$ cat config.mk
export PLATFORM = sky130hd
export DESIGN_NAME = pipe_chain_flat
export DESIGN_NICKNAME = d
export VERILOG_FILES = /design/src/rtl/types_pkg.sv /design/src/rtl/pipe_chain_if.sv /design/src/rtl/pipe_stage.sv /design/src/rtl/pipe_chain.sv /design/src/flat_wrapper.sv
export SDC_FILE = /design/constraint.sdc
export NUM_CORES = 1
export LEC_CHECK = 0
export ABC_AREA = 1
export CELL_PAD_IN_SITES_DETAIL_PLACEMENT = 0
export CELL_PAD_IN_SITES_GLOBAL_PLACEMENT = 1
export CORE_ASPECT_RATIO = 1.5
export CORE_MARGIN = 2
export CORE_UTILIZATION = 30
export CTS_BUF_LIST = sky130_fd_sc_hd__clkbuf_4
export DETAILED_ROUTE_END_ITERATION = 8
export PLACE_DENSITY = 0.81
export SLEW_MARGIN = 20
export SYNTH_ARGS = -nofsm -noshare
export SYNTH_HDL_FRONTEND = slang
export SYNTH_SLANG_ARGS = --single-unit
$ cat constraint.sdc
create_clock -name clk -period 6.6 [get_ports clk]
set_input_delay 1.32 -clock clk [delete_from_list [all_inputs] [get_ports clk]]
set_output_delay 1.32 -clock clk [all_outputs]
set_load 0.005 [all_outputs]
$ cat src/rtl/types_pkg.sv
// +--------------------------------------------------------------------+
// | types_pkg : shared constants and payload types for pipe_chain      |
// | Revision  : 1.0                                                    |
// +--------------------------------------------------------------------+
`default_nettype none

package types_pkg;
   localparam int DEFAULT_STAGES = 4;
   localparam int DEFAULT_CNT_W  = 32;
   localparam int WORD_W         = 32;

   typedef logic [WORD_W-1:0] word_t;
endpackage

`default_nettype wire

$ cat src/rtl/pipe_chain_if.sv
// +--------------------------------------------------------------------+
// | pipe_chain_if : input handshake, per-stage controls and observation |
// | Revision      : 1.0                                                 |
// +--------------------------------------------------------------------+
`default_nettype none

interface pipe_chain_if #(
   parameter int WIDTH  = 32,
   parameter int STAGES = 4,
   parameter int CNT_W  = 32
);
   logic                           in_valid;
   logic [WIDTH-1:0]               in_data;
   logic                           in_ready;
   logic [STAGES-1:0]              stall;
   logic [STAGES-1:0]              flush;
   logic [STAGES-1:0]              stage_valid;
   logic [STAGES-1:0][WIDTH-1:0]   stage_data;
   logic                           out_valid;
   logic [WIDTH-1:0]               out_data;
   logic [CNT_W-1:0]               retire_count;
   logic [CNT_W-1:0]               bubble_count;

   modport master (
      output in_valid, in_data, stall, flush,
      input  in_ready, stage_valid, stage_data, out_valid, out_data,
             retire_count, bubble_count
   );

   modport slave (
      input  in_valid, in_data, stall, flush,
      output in_ready, stage_valid, stage_data, out_valid, out_data,
             retire_count, bubble_count
   );
endinterface

`default_nettype wire

$ cat src/rtl/pipe_stage.sv
// +--------------------------------------------------------------------+
// | pipe_stage : one valid+data register, priority flush > hold > load  |
// | Revision   : 1.0                                                    |
// +--------------------------------------------------------------------+
`default_nettype none

module pipe_stage #(
   parameter int WIDTH = 32
) (
   input  wire logic             clk,
   input  wire logic             reset,
   input  wire logic             flush_i,
   input  wire logic             hold_i,
   input  wire logic             valid_i,
   input  wire logic [WIDTH-1:0] data_i,
   output logic                  valid_o,
   output logic [WIDTH-1:0]      data_o
);

   logic             valid_q;
   logic             valid_d;
   logic [WIDTH-1:0] data_q;
   logic [WIDTH-1:0] data_d;

   always_comb begin
      valid_d = valid_q;
      data_d  = data_q;
      if (flush_i) begin
         valid_d = 1'b0;
         data_d  = '0;
      end else if (!hold_i) begin
         valid_d = valid_i;
         data_d  = data_i;
      end
   end

   always_ff @(posedge clk or posedge reset) begin
      if (reset) begin
         valid_q <= 1'b0;
         data_q  <= '0;
      end else begin
         valid_q <= valid_d;
         data_q  <= data_d;
      end
   end

   assign valid_o = valid_q;
   assign data_o  = data_q;

endmodule

`default_nettype wire

$ cat src/rtl/pipe_chain.sv
// +--------------------------------------------------------------------+
// | pipe_chain : stallable/flushable register pipeline with counters    |
// | Revision   : 1.0                                                    |
// +--------------------------------------------------------------------+
`default_nettype none

module pipe_chain
   import types_pkg::*;
#(
   parameter int WIDTH    = WORD_W,
   parameter int STAGES   = DEFAULT_STAGES,
   parameter int COLLAPSE = 0,
   parameter int CNT_W    = DEFAULT_CNT_W
) (
   input  wire logic     clk,
   input  wire logic     reset,
   pipe_chain_if.slave   bus
);

   logic [STAGES-1:0]            hold;
   logic [STAGES-1:0]            stage_valid;
   logic [STAGES-1:0][WIDTH-1:0] stage_data;
   logic [STAGES-1:0]            load_valid;
   logic [STAGES-1:0][WIDTH-1:0] load_data;

   logic [CNT_W-1:0]             retire_q;
   logic [CNT_W-1:0]             retire_d;
   logic [CNT_W-1:0]             bubble_q;
   logic [CNT_W-1:0]             bubble_d;

   // Hold ripples backwards from the output; in collapse mode an empty stage
   // breaks the chain so upstream data can fill it.
   always_comb begin
      logic h;
      h    = 1'b0;
      hold = '0;
      for (int i = STAGES - 1; i >= 0; i--) begin
         h       = (bus.stall[i] | h) & ((COLLAPSE != 0) ? stage_valid[i] : 1'b1);
         hold[i] = h;
      end
   end

   always_comb begin
      load_valid    = '0;
      load_data     = '0;
      load_valid[0] = bus.in_valid;
      load_data[0]  = bus.in_data;
      for (int i = 1; i < STAGES; i++) begin
         load_valid[i] = stage_valid[i-1] & ~hold[i-1];
         load_data[i]  = stage_data[i-1];
      end
   end

   for (genvar gi = 0; gi < STAGES; gi++) begin : g_stage
      pipe_stage #(
         .WIDTH   (WIDTH)
      ) u_stage (
         .clk     (clk),
         .reset   (reset),
         .flush_i (bus.flush[gi]),
         .hold_i  (hold[gi]),
         .valid_i (load_valid[gi]),
         .data_i  (load_data[gi]),
         .valid_o (stage_valid[gi]),
         .data_o  (stage_data[gi])
      );
   end

   always_comb begin
      retire_d = retire_q;
      bubble_d = bubble_q;
      if (stage_valid[STAGES-1] && !hold[STAGES-1] && (retire_q != '1)) begin
         retire_d = retire_q + CNT_W'(1);
      end
      if (!stage_valid[STAGES-1] && (bubble_q != '1)) begin
         bubble_d = bubble_q + CNT_W'(1);
      end
   end

   always_ff @(posedge clk or posedge reset) begin
      if (reset) begin
         retire_q <= '0;
         bubble_q <= '0;
      end else begin
         retire_q <= retire_d;
         bubble_q <= bubble_d;
      end
   end

   assign bus.in_ready     = ~hold[0];
   assign bus.stage_valid  = stage_valid;
   assign bus.stage_data   = stage_data;
   assign bus.out_valid    = stage_valid[STAGES-1];
   assign bus.out_data     = stage_data[STAGES-1];
   assign bus.retire_count = retire_q;
   assign bus.bubble_count = bubble_q;

endmodule

`default_nettype wire

$ cat src/flat_wrapper.sv
// flat-port wrapper written by rule: the top's interface ports become plain ports
module pipe_chain_flat import types_pkg::*;
#(
   parameter int WIDTH    = WORD_W,
   parameter int STAGES   = DEFAULT_STAGES,
   parameter int COLLAPSE = 0,
   parameter int CNT_W    = DEFAULT_CNT_W
)
  (clk, reset, bus_in_valid, bus_in_data, bus_stall, bus_flush, bus_in_ready, bus_stage_valid, bus_stage_data, bus_out_valid, bus_out_data, bus_retire_count, bus_bubble_count);
  pipe_chain_if #(.WIDTH(WIDTH), .STAGES(STAGES), .CNT_W(CNT_W)) bus_i ();
  input  wire logic clk;
  input  wire logic reset;
  input wire logic [$bits(bus_i.in_valid)-1:0] bus_in_valid;
  input wire logic [$bits(bus_i.in_data)-1:0] bus_in_data;
  input wire logic [$bits(bus_i.stall)-1:0] bus_stall;
  input wire logic [$bits(bus_i.flush)-1:0] bus_flush;
  output wire logic [$bits(bus_i.in_ready)-1:0] bus_in_ready;
  output wire logic [$bits(bus_i.stage_valid)-1:0] bus_stage_valid;
  output wire logic [$bits(bus_i.stage_data)-1:0] bus_stage_data;
  output wire logic [$bits(bus_i.out_valid)-1:0] bus_out_valid;
  output wire logic [$bits(bus_i.out_data)-1:0] bus_out_data;
  output wire logic [$bits(bus_i.retire_count)-1:0] bus_retire_count;
  output wire logic [$bits(bus_i.bubble_count)-1:0] bus_bubble_count;
  assign bus_i.in_valid = bus_in_valid;
  assign bus_i.in_data = bus_in_data;
  assign bus_i.stall = bus_stall;
  assign bus_i.flush = bus_flush;
  assign bus_in_ready = bus_i.in_ready;
  assign bus_stage_valid = bus_i.stage_valid;
  assign bus_stage_data = bus_i.stage_data;
  assign bus_out_valid = bus_i.out_valid;
  assign bus_out_data = bus_i.out_data;
  assign bus_retire_count = bus_i.retire_count;
  assign bus_bubble_count = bus_i.bubble_count;
  pipe_chain #(.WIDTH(WIDTH), .STAGES(STAGES), .COLLAPSE(COLLAPSE), .CNT_W(CNT_W)) u_core (.clk(clk), .reset(reset), .bus(bus_i));
endmodule
Word level (Yosys, flattened, before mapping):

Index checks and enable logic that the tools add are counted.

* register bits: 196
* latch bits: 0
* RAM bits: 0
* bits in read-only memories: 0
* bits of input ports: 43
* output and inout bits: 230
* word-level logic and storage cells: 48
* memories: 0

* add/subtract/negate cells: 2
* multiply operators: 0
* div/mod/pow operators: 0
* $lt $le $gt $ge: 0
* equality and inequality tests: 6
* shift-type cells: 0
* mux-type cells: 16
* bitwise gates (word level): 9
* reduce and logical (&&, ||, !) cells: 5

Operators with widths (number)
* $mux 32: 8
* $add 32x1->32 const B: 2
* $ne 32x32->1 const B: 2
* $mux 1: 8
* $ne 2x2->1 const B: 3
* $and 1x1->1: 3
* $logic_and 1x1->1: 3
* $not 1->1: 3
* $or 1x1->1: 3
* $logic_not 1->1: 2
* $ne 2x1->1 const B: 1

Longest topological paths before layout:

Gate-level depths: netlist (run 1).

* word-level depth: 7
* mapped depth: 11
* depth with buffers taken out: 10

By module:

A second synthesis (run 1) with hierarchy kept.

* cells, all modules: 1299
* area, all modules: 10402.5 um2

By module, submodules not included
* pipe_stage: times used 4, cells an instance 145, area each 1452.6 um2, seq. area each 825.8 um2
* pipe_chain: times used 1, cells an instance 719, area each 4591.9 um2, seq. area each 1601.5 um2

Worst setup path before layout (run 1):

OpenSTA, ideal clock, no wires.

* kind: input-to-output
* from: in bus_stall[3]
* to: out bus_in_ready
* data arrival time: 2022 ps
* data required time: 5280 ps
* path slack: 3258 ps
* stages on the path: 6
* buffers on the path: 1
* cell sequence: inv_2 > nand2_1 > nor2_2 > nand2_1 > inv_2 > buf_2

* cells in the longest elaborated chain, start to end: 4

Ends and longest elaborated chain
* from (decl): line flat_wrapper.sv:15 `input wire logic [$bits(bus_i.stall)-1:0] bus_stall;`
* $or 1x1->1 (3 in a row): line pipe_chain.sv:38 `h = (bus.stall[i] | h) & ((COLLAPSE != 0) ? stage_valid[i] : 1'b1);`
* $not 1->1: line pipe_chain.sv:90 `assign bus.in_ready = ~hold[0];`
* to (decl): line flat_wrapper.sv:17 `output wire logic [$bits(bus_i.in_ready)-1:0] bus_in_ready;`

No other way between the ends.

Worst setup path in the final report (run 1):

* from: in bus_stall[2]
* to: out bus_in_ready

The elaborated chain is that of the path after synthesis.

==> metrics.yaml, run 1 <==
fin_crit_sh_pct: 73.80
seq_power_share_pct: 56.3
status: "complete, no violations"
synth_seq_cells: 196
grt_max_degree: 94
clock-sinks: 196
cts_tree: "built"
drt-pass1-iter-count: 5
clockBufferDepth: 2
endpoint_kind: "output pin"
worstSetupPathType: "in -> out"
route.detailed.drc: 0
cts_setup_buffers: 0
coreArea_sq_um: 31630
grt_pass1_wl_mm: 46.29
place_area_sq_um: 12400
track_usage_pct: 17.74
finalHoldViolCount: 0
wire_per_inst_um: 15.60
syn_inst: 1226
drv_slew: 0
p_switching_w: 0.0006562
fin_area_sq_um: 12730
grt_pass1_vias: 8485
p_comb_share_pct: 11.8
min_period_ns: 4.871
max_freq_ghz: 0.2053
cts-buffers-inserted: 17
ant_nets: 0
hold_buffers: 0
initial_core_util_pct: 30.29
arrival_ns: 3.55
tns_ns: 0
critPathLaunchType: "input port"
slowest_stage: "clkdlybuf4s50_1"
rsz0062_at_grt: "no"
avgSynthCellArea_sq_um: 7.815
path_clk_slew_ns: 0.16
ios: 273
finalSetupViolCount: 0
ctsResizeCount: 0
grt_overflow: 0
skew_ns: 0.03542
dpl.hpwl_mm: 21.64
p_leak_nw: 5.391
hold_class: "reg -> reg"
die_area_sq_um: 33410
power_w: 0.002266
syn_area_sq_um: 9582
drt_iter0_drc: 394
fin_nets: 1488
ys_warn_count: 0
slew_headroom_pct: 32.52
ys_types: 31
rows: 80
hold_slack_ns: 0.5545
vias_per_cell: 4.618
worst_pin_slew_ns: 1.010
vias: 8621
crit_chain: "clkdlybuf4s50_1 -> inv_1 -> nand2_1 -> buf_4 -> nor2_2 -> nand2_1 -> inv_2 -> clkdlybuf4s50_1"
root_buffer: "clkbuf_4"
power.share.clock_pct: 31.8
p_per_area_nw_per_um2: 178.0
clk_latency_ns: 0.63
seq_area_frac_synth_pct: 51.19
swShare_pct: 28.96
cp_data_required_time_ns: 5.28
place.port_buffers: 272
area_delta_synth_final_pct: 32.84
crit_fanout: 34
ir_drop_mv: 0.1684
die_w_um: 149.9
antenna_found_initial: 1
cpPeakStageDelay_ns: 0.61
synth_nets: 1271
intPower_w: 0.001609
htreeDepth: 4
drive_gt1_share_pct: 4.327
maxCapViolCount: 0
die_y_um: 222.9
gp_congestion: 0.8512
routed_wirelength_mm: 29.12
## cells by family (layout without fill, tap and decap cells)
family	after synthesis	in the layout	share of synthesized area, %
AO/OA/AOI/OAI	122	122	7.012
other	0	1	0
buffers and inverters	216	446	10.47
XOR/XNOR	25	25	2.285
adder cells (fa/ha/maj)	2	2	0.2611
flip-flops	196	196	51.19
AND/OR/NAND/NOR	665	665	28.78
## cells in the mapped netlist (all sizes together)
| master | n | area, sq um |
|---|---|---|
| nand4 | 9 | 56.30 |
| nand3 | 135 | 675.7 |
| o31ai | 1 | 7.510 |
| a21oi | 3 | 15.01 |
| a211oi | 3 | 22.52 |
| xor2 | 11 | 96.34 |
| nor3 | 3 | 20.02 |
| buf | 57 | 405.4 |
| ha | 2 | 25.02 |
| nor2 | 144 | 570.6 |
| nand2 | 369 | 1398 |
| o22ai | 35 | 219.0 |
| o21ai | 78 | 390.4 |
| o32ai | 2 | 17.52 |
| xnor2 | 14 | 122.6 |
| nand3b | 5 | 37.54 |
| inv | 133 | 499.2 |
| clkbuf | 24 | 91.33 |
| dfrtp | 196 | 4905 |
| clkinv | 2 | 7.510 |
## path summary, 6_finish.rpt
kind	startpoint	endpoint	slack (ns)	cells past startpoint
setup / recovery	bus_stall[2]	bus_in_ready	1.73	8
hold / removal	u_core.g_stage[2].u_stage.data_o[30]$_DFFE_PP0P_	u_core.g_stage[2].u_stage.data_o[30]$_DFFE_PP0P_	0.55	2
setup reg to reg	u_core.bus.bubble_count[0]$_DFFE_PP0P_	u_core.bus.bubble_count[15]$_DFFE_PP0P_	4.13	9
hold reg to reg	u_core.g_stage[2].u_stage.data_o[30]$_DFFE_PP0P_	u_core.g_stage[2].u_stage.data_o[30]$_DFFE_PP0P_	0.55	2
max in group asynchronous	reset	u_core.g_stage[3].u_stage.data_o[16]$_DFFE_PP0P_	4.10	3
min in group asynchronous	reset	u_core.bus.retire_count[16]$_DFFE_PP0P_	1.15	2
## placed cells by master, fill, tap and decap left out
cell type and count:
o32ai_1 2, clkinvlp_4 4, nand2_1 364, nand2_2 4
clkinv_1 1, bufinv_16 2, buf_4 6, o22ai_1 35
nor3_2 1, o21ai_1 6, inv_1 126, nand3_2 1
clkinv_8 2, a211oi_1 3, inv_2 6, nor3_1 2
a21oi_2 1, o21ai_0 72, clkbuf_4 18, buf_12 1
dfrtp_1 196, ha_1 2, nor2_2 6, nor2_1 136
a21oi_1 2, nand4_1 9, clkdlybuf4s50_1 272, clkinv_2 1
xor2_1 11, nor2_4 2, diode_2 1, nand3b_1 5
nand3_1 134, inv_6 3, inv_8 4, nand2_4 1
o31ai_1 1, xnor2_1 14
## through the flow
step | setup WS (ns) | cells | utilization [%]
floorplan | 2.748 | 1226 | -
global placement | 1.729 | 1834 | 39.18
detailed placement | 1.740 | 1834 | 39.21
CTS | 1.734 | 1866 | 40.23
global route | 1.577 | 1867 | 40.24
finish | 1.729 | 1867 | 40.24
## power groups by stage
stage                     Clock, W  Combinational [W]  Sequential, W
final                     0.000721           0.000268        0.00128
after global routing      0.000793           0.000304        0.00128
after CTS                 0.000754           0.000275        0.00128
after detailed placement         0           0.000274        0.00130
after global placement           0           0.000270        0.00130
after floorplan                  0           0.000142        0.00129
## layout make-up
class	count	area (sq um)
diodes	1	2.502
clock buffers	18	135.1
clock inverters	14	186.4
fillers	3337	18900
inverters	135	511.7
multi-input cells	814	3687
flip-flops and latches	196	4905
well taps	410	513.0
repair buffers	279	2788
## state kept, by name (all words and copies together), names as in the netlist
register and count:
u_core.g_stage.u_stage.data_o 128, u_core.bus.bubble_count 32, u_core.bus.retire_count 32, u_core.g_stage.u_stage.valid_o 4
## routing by layer
metal | part of all wire, % | GRT usage [%] | wire length (um) | vias up
met3 | 5.2 | 4.233 | 1527 | 37
met5 | 0 | 0 | 0 | -
met1 | 40 | 20.55 | 11610 | 4081
met4 | 2.5 | 6.239 | 722 | 0
met2 | 52 | 31.61 | 15260 | 216
li1 | - | - | - | 4287
## worst max-delay path: cells and delay by family
kind	cells	cell delay, ns
AND/OR/NAND/NOR	3	0.37
buffers and inverters	5	1.83
No activity file was read; power rests on OpenSTA's default activity.
==> inputs of run 2 (changes only) <==
- PLACE_DENSITY: 0.81 -> 0.78
- clock period: 6.6 -> 4.7 ns (I/O delays scaled with it)
==> run 2 against run 1 <==
  * Combinational power increased by 43%
  * Clock power grew 48%
  * Die area did not move
  * Flip-flop and latch count unchanged
  * Routed wire length down 0.48%
  * Count of clock-buffer cells in the layout stayed put
  * Total power rose by 43%
  * Clock skew decreased by 0.010 ns
  * Sequential share of layout area fell by 0.16 points
  * Utilization rose by 0.17 points
  * Critical endpoint unchanged
  * Largest power group unchanged
==> metrics.yaml, run 2 (synthesis results as in run 1) <==
status: "complete, no violations"
arrival_ns: 2.46
ant_nets: 0
area_delta_synth_final_pct: 33.40
die_area_sq_um: 33410
ir_drop_mv: 0.1902
p_per_area_nw_per_um2: 253.5
finalSetupViolCount: 0
die_w_um: 149.9
place.port_buffers: 272
dpl.hpwl_mm: 21.70
largest_reg_flops: 128
path_clk_slew_ns: 0.16
vias_per_cell: 4.608
die_y_um: 222.9
initial_core_util_pct: 30.29
min_period_ns: 3.400
finalHoldViolCount: 0
coreArea_sq_um: 31630
root_buffer: "clkbuf_4"
worstSetupPathType: "in -> out"
drv_slew: 0
route.detailed.drc: 0
antenna_found_initial: 1
wire_per_inst_um: 15.50
fin_crit_sh_pct: 72.35
p_leak_nw: 5.426
fill_cells: 3311
drt_iter0_drc: 438
drt-pass1-iter-count: 5
grt_pass1_vias: 8523
most-common-layout-cells: "nand2_1 (364), clkdlybuf4s50_1 (272), dfrtp_1 (196)"
clk_latency_ns: 0.64
hold_slack_ns: 0.5580
endpoint_kind: "output pin"
tns_ns: 0
ios: 273
track_usage_pct: 17.77
rows: 80
final_common_cell: "nand2_1"
critPathLaunchType: "input port"
htreeDepth: 4
hold_buffers: 0
grt_pass1_wl_mm: 46.57
crit_fanout: 4
clockBufferDepth: 2
drive_gt1_share_pct: 4.458
cp_data_required_time_ns: 3.76
routed_wirelength_mm: 28.98
worst_pin_slew_ns: 1.027
cts-buffers-inserted: 17
clock-sinks: 196
skew_ns: 0.02507
ctsResizeCount: 0
slowest_stage: "clkdlybuf4s50_1"
grt_overflow: 0
gp_congestion: 0.8375
rsz0062_at_grt: "no"
cpPeakStageDelay_ns: 0.51
maxCapViolCount: 0
hold_class: "reg -> reg"
cts_setup_buffers: 0
slew_headroom_pct: 31.34
cts_tree: "built"
grt_max_degree: 101
vias: 8613
max_freq_ghz: 0.2941
crit_chain: "clkdlybuf4s50_1 -> inv_2 -> nand2_1 -> nor2_2 -> nand2_1 -> inv_2 -> clkdlybuf4s50_1"
fin_nets: 1490
[run 2: cell types whose count changed in the layout (fill, tap and decap cells not counted)]
cell        before  now
buf_12           1    2
buf_4            6    7
bufinv_16        2    3
clkinv_4         0    1
clkinv_8         2    3
clkinvlp_4       4    2
inv_2            6    7
inv_6            3    1
[run 2: power by group]
part / switching, W / internal [W]
clock network: 0.000663 / 0.000403
logic: 0.000201 / 0.000182
registers: 0.0000601 / 0.00173
total: 0.000924 / 0.00232
[run 2: area by class of cell]
class | instances | area (sq um) | share of cell area (%)
clock buffers | 18 | 135.1 | 1.057
diodes | 1 | 2.502 | 0.01958
multi-input cells | 814 | 3687 | 28.85
clock inverters | 14 | 214.0 | 1.674
inverters | 135 | 510.5 | 3.994
flip-flops and latches | 196 | 4905 | 38.37
repair buffers | 281 | 2815 | 22.02
well taps | 410 | 513.0 | 4.013
[run 2: layer usage]
metal	share of wire [%]	vias up	routed length, um	GRT usage (%)
met3	5.2	27	1511	4.417
met5	0	-	0	0
met4	1.9	0	543	5.630
li1	-	4294	-	-
met1	39	4081	11430	19.85
met2	53	211	15490	32.66
[run 2: final timing paths]
kind	slack (ns)	end	cells after the start	startpoint
max	1.30	bus_in_ready	7	bus_stall[3]
min	0.56	u_core.g_stage[3].u_stage.data_o[22]$_DFFE_PP0P_	2	u_core.g_stage[2].u_stage.data_o[22]$_DFFE_PP0P_
max reg2reg	2.21	u_core.bus.bubble_count[13]$_DFFE_PP0P_	9	u_core.bus.bubble_count[0]$_DFFE_PP0P_
min reg2reg	0.56	u_core.g_stage[3].u_stage.data_o[22]$_DFFE_PP0P_	2	u_core.g_stage[2].u_stage.data_o[22]$_DFFE_PP0P_
max in group asynchronous	3.43	u_core.bus.bubble_count[31]$_DFFE_PP0P_	3	reset
min in group asynchronous	0.77	u_core.g_stage[0].u_stage.data_o[10]$_DFFE_PP0P_	3	reset
[run 2: critical path, delay by kind of cell]
family | cells | cell delay [ns]
simple gates | 3 | 0.36
buf+inv | 4 | 1.15
[run 2: per-stage QoR]
| stage | utilization, % | cells | area (sq um) | setup slack [ns] | power [W] |
|---|---|---|---|---|---|
| floorplan | - | 1226 | 9585 | 1.228 | 0.002014 |
| global placement | 39.27 | 1836 | 12420 | 1.275 | 0.002207 |
| detailed placement | 39.27 | 1836 | 12420 | 1.294 | 0.002214 |
| CTS | 40.37 | 1868 | 12770 | 1.287 | 0.003293 |
| global route | 40.41 | 1869 | 12780 | 1.183 | 0.003404 |
| finish | 40.41 | 1869 | 12780 | 1.300 | 0.003241 |
==> inputs of run 3 (changes only) <==
- PLACE_DENSITY: 0.78 -> 0.81
- clock period: 4.7 -> 2.8 ns (I/O delays scaled with it)
==> run 3 against run 2 <==
  * Clock power is 66% higher
  * Final cell count is 0.64% higher
  * Clock skew is 0.017 ns higher
  * Count of clock-buffer cells in the layout is 1 lower
  * First-iteration DRC count is 17% lower
  * Largest power group unchanged
==> metrics.yaml, run 3 (synthesis results as in run 1) <==
maxCapViolCount: 0
ctsResizeCount: 0
die_y_um: 222.9
crit_fanout: 3
hold_class: "in -> async"
cts-buffers-inserted: 17
seq_power_share_pct: 55.3
clock-sinks: 196
p_switching_w: 0.001617
arrival_ns: 2.11
rows: 80
min_period_ns: 2.673
status: "complete, no violations"
largest_reg_flops: 128
max_freq_ghz: 0.3742
finalHoldViolCount: 0
grt_pass1_vias: 8633
endpoint_kind: "output pin"
antenna_found_initial: 1
rr_worst_depth: 10
clockBufferDepth: 2
power.share.clock_pct: 32.8
ios: 273
ir_drop_mv: 0.3791
htreeDepth: 4
rsz0062_at_grt: "no"
root_buffer: "clkbuf_4"
worstSetupPathType: "in -> out"
grt_pass1_wl_mm: 46.82
power_w: 0.005443
track_usage_pct: 17.83
vias_per_cell: 4.609
cp_data_required_time_ns: 2.24
slew_headroom_pct: 54.49
worst_pin_slew_ns: 0.6826
route.detailed.drc: 0
drive_gt1_share_pct: 4.966
p_per_area_nw_per_um2: 422.0
drt-pass1-iter-count: 4
placed_cells: 1848
die_area_sq_um: 33410
final_common_cell: "nand2_1"
r2r_start: "u_core.bus.retire_count[0]$_DFFE_PP0P_"
p_comb_share_pct: 11.9
most-common-layout-cells: "nand2_1 (366), clkdlybuf4s50_1 (272), dfrtp_1 (196)"
cts_setup_buffers: 0
intPower_w: 0.003826
place.port_buffers: 272
ant_nets: 0
vias: 8670
grt_overflow: 0
area_delta_synth_final_pct: 34.60
gp_congestion: 0.8690
grt_max_degree: 109
clk_latency_ns: 0.65
coreArea_sq_um: 31630
fin_nets: 1502
final_cells: 1881
critPathLaunchType: "input port"
tns_ns: 0
hold_buffers: 0
wire_per_inst_um: 15.40
skew_ns: 0.04227
drv_slew: 0
initial_core_util_pct: 30.29
die_w_um: 149.9
utilization_pct: 40.78
fin_crit_sh_pct: 95.45
dpl.hpwl_mm: 21.91
routed_wirelength_mm: 28.97
hold_slack_ns: 0.3764
path_clk_slew_ns: 0.19
drt_iter0_drc: 362
cts_tree: "built"
finalSetupViolCount: 0
crit_start: "bus_stall[3]"
swShare_pct: 29.70
p_leak_nw: 5.494
## run 3: cell types whose count changed in the layout (fill, tap and decap cells not counted), sizes merged
cell / before / now
buf: 9 / 21
bufinv: 3 / 2
clkinvlp: 2 / 1
clkbuf: 18 / 17
clkinv: 6 / 9
## run 3: power groups by stage
stage	combinational (W)	sequential (W)	clock, W
after floorplan	0.000336	0.00304	0
after global placement	0.000653	0.00306	0
after detailed placement	0.000661	0.00306	0
after CTS	0.000662	0.00301	0.00187
after global routing	0.000731	0.00303	0.00197
final	0.000648	0.00301	0.00178
## run 3: path summary, 6_finish.rpt
| check | endpoint | slack [ns] |
|---|---|---|
| min in group clk | u_core.g_stage[0].u_stage.data_o[20]$_DFFE_PP0P_ | 0.43 |
| setup / recovery | bus_in_ready | 0.13 |
| hold reg to reg | u_core.g_stage[3].u_stage.data_o[26]$_DFFE_PP0P_ | 0.55 |
| hold / removal | u_core.bus.retire_count[19]$_DFFE_PP0P_ | 0.38 |
| max in group asynchronous | u_core.g_stage[3].u_stage.data_o[30]$_DFFE_PP0P_ | 1.88 |
| setup reg to reg | u_core.bus.retire_count[20]$_DFFE_PP0P_ | 0.46 |
## run 3: per-layer routing
| layer | track usage (%) | routed length [um] | part of all wire [%] |
|---|---|---|---|
| met1 | 20.24 | 11460 | 40 |
| met4 | 6.665 | 748 | 2.6 |
| met3 | 4.376 | 1479 | 5.1 |
| met2 | 31.92 | 15280 | 53 |
| met5 | 0 | 0 | 0 |
## run 3: worst max-delay path, cell delays in order
cell and delay (ns):
clkdlybuf4s50_1 0.49, inv_2 0.12, nand2_1 0.10, nor2_2 0.15, nand2_1 0.12, inv_2 0.07, clkdlybuf4s50_1 0.50
## run 3: area by class of cell
type | count | area, sq um
tap | 410 | 513.0
antenna | 1 | 2.502
sequential | 196 | 4905
clock inverter | 15 | 231.5
clock buffer | 17 | 127.6
timing repair buffer | 293 | 2930
fill | 3310 | 18730
inverter | 135 | 510.5
multi-input combinational | 814 | 3677
## run 3: metrics by stage
| stage | worst slack (ns) | cell area (sq um) |
|---|---|---|
| after floorplan | -0.2924 | 9585 |
| after global placement | 0.1135 | 12540 |
| after detailed placement | 0.09915 | 12540 |
| after CTS | 0.09141 | 12890 |
| after global routing | 0.04528 | 12900 |
| final | 0.1274 | 12900 |
